`config.mk`:
```
export PLATFORM = sky130hd
export DESIGN_NAME = fir_mac_sequencer
export DESIGN_NICKNAME = d
export VERILOG_FILES = /design/src/rtl/fir_mac_sequencer.sv
export SDC_FILE = /design/constraint.sdc
export NUM_CORES = 1
export LEC_CHECK = 0
export ABC_AREA = 1
export CAP_MARGIN = 20
export CORE_MARGIN = 4
export CORE_UTILIZATION = 40
export DETAILED_ROUTE_END_ITERATION = 12
export GPL_ROUTABILITY_DRIVEN = 0
export PLACE_DENSITY = 0.64
export SETUP_SLACK_MARGIN = 0.15
export SYNTH_ARGS = -nofsm -noshare
export SYNTH_HDL_FRONTEND = slang
export SYNTH_SLANG_ARGS = --single-unit
```
`constraint.sdc`:
```
create_clock -name i_clk -period 2.1 [get_ports i_clk]
set_clock_uncertainty 0.1 [all_clocks]
set_input_delay 0.21 -clock i_clk [delete_from_list [all_inputs] [get_ports i_clk]]
set_output_delay 0.21 -clock i_clk [all_outputs]
set_load 0.1 [all_outputs]
```
`src/rtl/fir_mac_sequencer.sv`:
```
// ---------------------------------------------------------------------------
// fir_mac_sequencer
//
// Control sequencer for a time-multiplexed FIR filter. For each input sample
// it writes the sample into a circular sample RAM. It then walks all taps
// through an external multiply-accumulate unit, waits for the MAC pipeline to
// drain, and presents the filtered result to the serializer with a
// valid/ready handshake.
//
// Sequence for one sample (cycle 0 is the accept edge):
//   WRITE  (cycle 1)                    : o_wr_en pulse at o_wr_addr = wr_ptr
//   MAC    (cycles 2 .. FIR_DEPTH+1)    : tap k = 0 .. FIR_DEPTH-1
//   DRAIN  (MAC_LATENCY cycles)         : wait for the MAC pipeline
//   OUTPUT (from FIR_DEPTH+2+MAC_LATENCY): o_result_valid until i_result_ready
//
// Parameters
//   DATA_WIDTH  : sample width of the datapath. Only parameter-checked here.
//   FIR_DEPTH   : number of taps, 2..256 (a power of two is not required).
//   MAC_LATENCY : pipeline depth of the external MAC, in cycles (0 allowed).
//
// Ports
//   i_clk, i_rst_n      : clock and asynchronous active-low reset
//   i_en                : global enable; when low, all progress is frozen
//   i_sample_valid      : a deserialized sample word is available
//   o_sample_ready      : the sequencer can accept a sample (IDLE and enabled)
//   o_wr_en, o_wr_addr  : sample RAM write strobe and address (= wr_ptr)
//   o_rd_addr           : sample RAM read address, (wr_ptr - k) mod FIR_DEPTH
//   o_coef_addr         : coefficient ROM address (= k)
//   o_acc_clr           : MAC loads the product instead of accumulating (k=0)
//   o_acc_en            : MAC accumulate enable
//   o_result_valid      : filtered word ready; i_result_ready completes it
//   o_busy              : high in every state except IDLE
//
// Optional feature (compile-time macro FIR_SEQ_OVERRUN_CNT_EN)
//   o_overrun_cnt [7:0] : saturating count of cycles with i_en=1,
//                         i_sample_valid=1 and o_sample_ready=0.
// ---------------------------------------------------------------------------
module fir_mac_sequencer #(
  parameter int DATA_WIDTH  = 24,
  parameter int FIR_DEPTH   = 48,
  parameter int MAC_LATENCY = 2,
  localparam int ADDR_WIDTH = $clog2(FIR_DEPTH)
) (
  input  logic                  i_clk,
  input  logic                  i_rst_n,
  input  logic                  i_en,
  input  logic                  i_sample_valid,
  output logic                  o_sample_ready,
  output logic                  o_wr_en,
  output logic [ADDR_WIDTH-1:0] o_wr_addr,
  output logic [ADDR_WIDTH-1:0] o_rd_addr,
  output logic [ADDR_WIDTH-1:0] o_coef_addr,
  output logic                  o_acc_clr,
  output logic                  o_acc_en,
  output logic                  o_result_valid,
  input  logic                  i_result_ready,
  output logic                  o_busy
`ifdef FIR_SEQ_OVERRUN_CNT_EN
  ,
  output logic [7:0]            o_overrun_cnt
`endif
);

  // The drain counter only has to hold MAC_LATENCY-1; keep it at least one bit
  // wide so MAC_LATENCY of 0 or 1 still elaborates.
  localparam int DCW = (MAC_LATENCY > 1) ? $clog2(MAC_LATENCY) : 1;
  localparam logic [DCW-1:0] DRAIN_INIT =
    DCW'((MAC_LATENCY > 0) ? MAC_LATENCY - 1 : 0);
  localparam logic [ADDR_WIDTH-1:0] LAST_IDX  = ADDR_WIDTH'(FIR_DEPTH - 1);
  localparam logic [ADDR_WIDTH:0]   DEPTH_EXT = (ADDR_WIDTH + 1)'(FIR_DEPTH);

  // Reject parameter sets the sequencer is not built for.
  if (FIR_DEPTH < 2 || FIR_DEPTH > 256 || MAC_LATENCY < 0 || DATA_WIDTH < 1)
  begin : g_bad_params
    $error("fir_mac_sequencer: unsupported parameter set");
  end

  typedef enum logic [2:0] {
    ST_IDLE,
    ST_WRITE,
    ST_MAC,
    ST_DRAIN,
    ST_OUTPUT
  } state_e;

  state_e                  state_q, state_d;
  logic [ADDR_WIDTH-1:0]   k_q, k_d;
  logic [ADDR_WIDTH-1:0]   wr_ptr_q, wr_ptr_d;
  logic [DCW-1:0]          drain_q, drain_d;
  logic [ADDR_WIDTH-1:0]   rd_mac;

  // Next-state logic. Nothing advances while i_en is low, which freezes the
  // state, the tap counter, the write pointer and the drain counter together.
  always_comb begin
    state_d  = state_q;
    k_d      = k_q;
    wr_ptr_d = wr_ptr_q;
    drain_d  = drain_q;
    if (i_en) begin
      case (state_q)
        ST_IDLE: begin
          if (i_sample_valid) begin
            state_d = ST_WRITE;
          end
        end
        ST_WRITE: begin
          state_d = ST_MAC;
          k_d     = '0;
        end
        ST_MAC: begin
          if (k_q == LAST_IDX) begin
            k_d = '0;
            // With no MAC pipeline there is nothing to wait for.
            if (MAC_LATENCY == 0) begin
              state_d = ST_OUTPUT;
            end else begin
              state_d = ST_DRAIN;
              drain_d = DRAIN_INIT;
            end
          end else begin
            k_d = k_q + ADDR_WIDTH'(1);
          end
        end
        ST_DRAIN: begin
          if (drain_q == '0) begin
            state_d = ST_OUTPUT;
          end else begin
            drain_d = drain_q - DCW'(1);
          end
        end
        ST_OUTPUT: begin
          // A sample offered in this cycle is not taken: ready is only
          // decoded in IDLE, so it is accepted in the following cycle.
          if (i_result_ready) begin
            state_d  = ST_IDLE;
            wr_ptr_d = (wr_ptr_q == LAST_IDX) ? '0 : wr_ptr_q + ADDR_WIDTH'(1);
          end
        end
        default: begin
          state_d = ST_IDLE;
        end
      endcase
    end
  end

  always_ff @(posedge i_clk or negedge i_rst_n) begin
    if (!i_rst_n) begin
      state_q  <= ST_IDLE;
      k_q      <= '0;
      wr_ptr_q <= '0;
      drain_q  <= '0;
    end else begin
      state_q  <= state_d;
      k_q      <= k_d;
      wr_ptr_q <= wr_ptr_d;
      drain_q  <= drain_d;
    end
  end

  // Newest sample sits at wr_ptr, and tap k reads the sample k steps older.
  // The subtraction borrows FIR_DEPTH explicitly, so depths that are not a
  // power of two wrap correctly (wr_ptr=0, k=1 -> FIR_DEPTH-1).
  always_comb begin
    if (k_q > wr_ptr_q) begin
      rd_mac = ADDR_WIDTH'({1'b0, wr_ptr_q} + DEPTH_EXT - {1'b0, k_q});
    end else begin
      rd_mac = wr_ptr_q - k_q;
    end
  end

  // Outputs are decoded from the state registers. Strobes are gated by i_en
  // so a freeze silences the RAM and MAC. o_result_valid is deliberately not
  // gated, so the result stays visible while frozen. o_sample_ready is also
  // gated by reset so that every output reads 0 while reset is held.
  always_comb begin
    o_sample_ready = i_rst_n & i_en & (state_q == ST_IDLE);
    o_wr_en        = i_en & (state_q == ST_WRITE);
    o_wr_addr      = wr_ptr_q;
    o_rd_addr      = '0;
    o_coef_addr    = '0;
    o_acc_en       = 1'b0;
    o_acc_clr      = 1'b0;
    if (state_q == ST_MAC) begin
      o_rd_addr   = rd_mac;
      o_coef_addr = k_q;
      o_acc_en    = i_en;
      o_acc_clr   = i_en & (k_q == '0);
    end
    o_result_valid = (state_q == ST_OUTPUT);
    o_busy         = (state_q != ST_IDLE);
  end

`ifdef FIR_SEQ_OVERRUN_CNT_EN
  logic [7:0] overrun_q, overrun_d;

  // Counts cycles in which an enabled upstream offers a sample that cannot be
  // taken. The count saturates rather than wrapping.
  always_comb begin
    overrun_d = overrun_q;
    if (i_en && i_sample_valid && !o_sample_ready && (overrun_q != 8'hFF)) begin
      overrun_d = overrun_q + 8'd1;
    end
  end

  always_ff @(posedge i_clk or negedge i_rst_n) begin
    if (!i_rst_n) begin
      overrun_q <= '0;
    end else begin
      overrun_q <= overrun_d;
    end
  end

  assign o_overrun_cnt = overrun_q;
`endif

endmodule

```
==> impl_metrics.csv <==
group,metric,value,unit
clocking,insertion_delay,0.25,ns
synth,postSynth.topFlopCell,"dfrtp_1",
setup_path,crit_fanout,3,
synth,postSynthNetCount,245,
floorplanning,coreArea,0.00369,mm²
detailed_routing,drtIter0Drc,44,
clocking,path_clk_slew,0.07,ns
global_route,number_of_global_route_vias_before_repair,1536,
global_route,grt_start_max_net_pins,17,
sta,timing.final.setup_violations,4,
detailed_routing,route.detailed.drc,0,
global_route,grt_first_pass_wirelength,7080,µm
place,numPortBuffers,28,
sta,final_min_period_over_clock_period,1.17,
global_route,grt_remaining_overflow,0,
detailed_routing,average_wire_length_per_cell_after_detail_routing,12.4,µm
floorplanning,chipHeight,69.9,µm
synth,ys_warn_count,0,
setup_path,reg2reg_setup_slack,0.31,ns
sta,timing.final.hold_violations,0,
floorplanning,initial_core_util,0.415,
detailed_routing,dr_total_vias,1622,
final_layout,layout_stage_area_growth_over_the_synthesis_result,66.8,%
clocking,cts_htree_levels,1,
sta,setup_repair_after_global_routing_missed_its_margin,"true",
place,place_ws,-0.107,ns
setup_path,element_type_at_the_critical_path_start,"flip-flop",
detailed_routing,detail_route.wirelength,4150,µm
sta,setup_slack,-0.350,ns
synth,synth_largest_area_cell,"dfrtp_1",
synth,postSynth.asyncResetShare,1.00,
global_route,grt_antenna_before_repair,0,
synth,synth_instances,222,
setup_path,timing.critical_path.required,1.79,ns
floorplanning,die_w,69.9,µm
outcome,violations_in_the_final_reports,"setup timing",
sta,slew_of_the_pin_with_the_lowest_slew_margin,0.337,ns
clocking,cts_hold_buf,0,
synth,synthDominantCellAreaShare,0.261,
synth,synth_most_common_cell,"nand2_1",
setup_path,criticalPathCategory,"reg2out",
sta,final_period_minus_worst_setup_slack,2.45,ns
detailed_routing,vias_per_cell,4.86,
clocking,clock_tree_root,"clkbuf_8",
place,detailed_place_hpwl,3390,µm
detailed_routing,detail-route-antenna-nets,0,
final_layout,drive_gt1_frac,0.399,
setup_path,endpoint_kind,"primary output",
final_layout,layout.nets,310,
floorplanning,boundaryPins,29,
synth,distinct_cell_type_count_of_the_synthesized_netlist,30,
synth,synth.ff_latch_count,16,
synth,avgSynthCellArea,6.90,µm²
detailed_routing,drt-pass1-iter-count,4,
final_layout,num_antenna_cells,0,
clocking,cts.sinks,16,
synth,synth.yosys.seq_area_share,0.261,
synth,synth.top_cells.by_count,"nand2_1, nor2_1, inv_1, nand3_1, dfrtp_1",
job,timing.max_cap.violations,0,
global_route,groute.usage.overall,0.174,
floorplanning,design.die.area,0.00488,mm²
synth,synth_edf_count,0,
clocking,clock_path_buffers,2,
clocking,tritoncts,"built",
sta,totalNegativeSetupSlack,-1.14,ns
min_path,hold_path.class,"in2async",
synth,synth_area_leaders,"dfrtp_1, nand2_1, ha_1",
sta,drv_slew,0,
floorplanning,core.rowCount,22,
setup_path,cp_data_arrival_time,2.14,ns
sta,maxSlewHeadroom,0.774,
outcome,run_status,"complete, but fails checks",
sta,fmax,408,MHz
clocking,cts-buffers-inserted,3,
synth,synth_area,0.00153,mm²
## critical path: stages (launching register included)
cell	delay [ns]
dfrtp_4	0.48
ha_4	0.17
fa_2	0.54
nor2_1	0.05
nor2_1	0.15
nand3_1	0.10
nand2_1	0.08
nor2_2	0.05
nor2_4	0.10
buf_12	0.18
## layout make-up
cell class              instances  area (µm²)
multi-input cells             173        1190
clock buffers                   4        55.1
flip-flops and latches         16         422
well taps                      48        60.1
repair buffers                 61         693
inverters                      32         135
fillers                       305        1130
## sequential cells by signal, indices dropped and copies added, names as in the netlist
signal	cells
state_q	3
drain_q	1
k_q	6
o_wr_addr	6
## cell families after synthesis
family,count (synthesis),share of synthesized area
AND/OR/NAND/NOR,125,0.360
flip-flops,16,0.261
buffers and inverters,33,0.0882
XOR/XNOR,5,0.0335
AO/OA/AOI/OAI,25,0.0899
adder cells (fa/ha/maj),18,0.167
## stage by stage
stage	util	hold WS, ns	area (µm²)	cells
after floorplan	-	-0.186	1710	222
after global placement	0.657	0.416	2420	326
after detailed placement	0.657	0.450	2420	326
after CTS	0.684	0.282	2520	333
after global routing	0.693	0.297	2550	334
final	0.693	0.270	2550	334
## per-layer routing
| metal | global-route usage | up-vias | part of all wire |
|---|---|---|---|
| met5 | 0 | - | 0 |
| met4 | 0.0255 | 0 | 0.0048 |
| met3 | 0.0216 | 2 | 0.040 |
| met2 | 0.285 | 37 | 0.48 |
| met1 | 0.249 | 748 | 0.47 |
| li1 | - | 835 | - |
## path summary, 6_finish.rpt
path / to / cells after the start / from
setup / recovery: o_rd_addr[5] / 9 / o_wr_addr[3]$_DFFE_PN0P_
hold / removal: k_q[4]$_DFFE_PN0P_ / 2 / i_rst_n
setup reg to reg: o_wr_addr[3]$_DFFE_PN0P_ / 9 / o_wr_addr[1]$_DFFE_PN0P_
hold reg to reg: drain_q$_DFFE_PN0P_ / 2 / drain_q$_DFFE_PN0P_
max in group asynchronous: o_wr_addr[3]$_DFFE_PN0P_ / 2 / i_rst_n
min in group i_clk: drain_q$_DFFE_PN0P_ / 2 / drain_q$_DFFE_PN0P_
## repair_timing
item                                    in CTS  in global routing
pin swaps                                    7                  3
buffers inserted                             3                  1
endpoints found under the setup margin       5                  7
resized for setup                            7                  7
## placed cells by master, fill, tap and decap left out, drive strengths merged
master	instances
a21boi	1
a21oi	7
buf	57
clkbuf	4
clkdlybuf4s50	4
clkinv	1
dfrtp	16
fa	4
ha	14
inv	31
nand2	64
nand3	18
nand3b	1
nand4	3
nor2	35
nor3	3
o211ai	1
o21ai	14
o21bai	1
o22ai	1
or2	1
xnor2	2
xor2	3
Power is left out: the tool's default activity adds up to more than one toggle a clock period on the data nets, which glitch-free logic cannot reach.
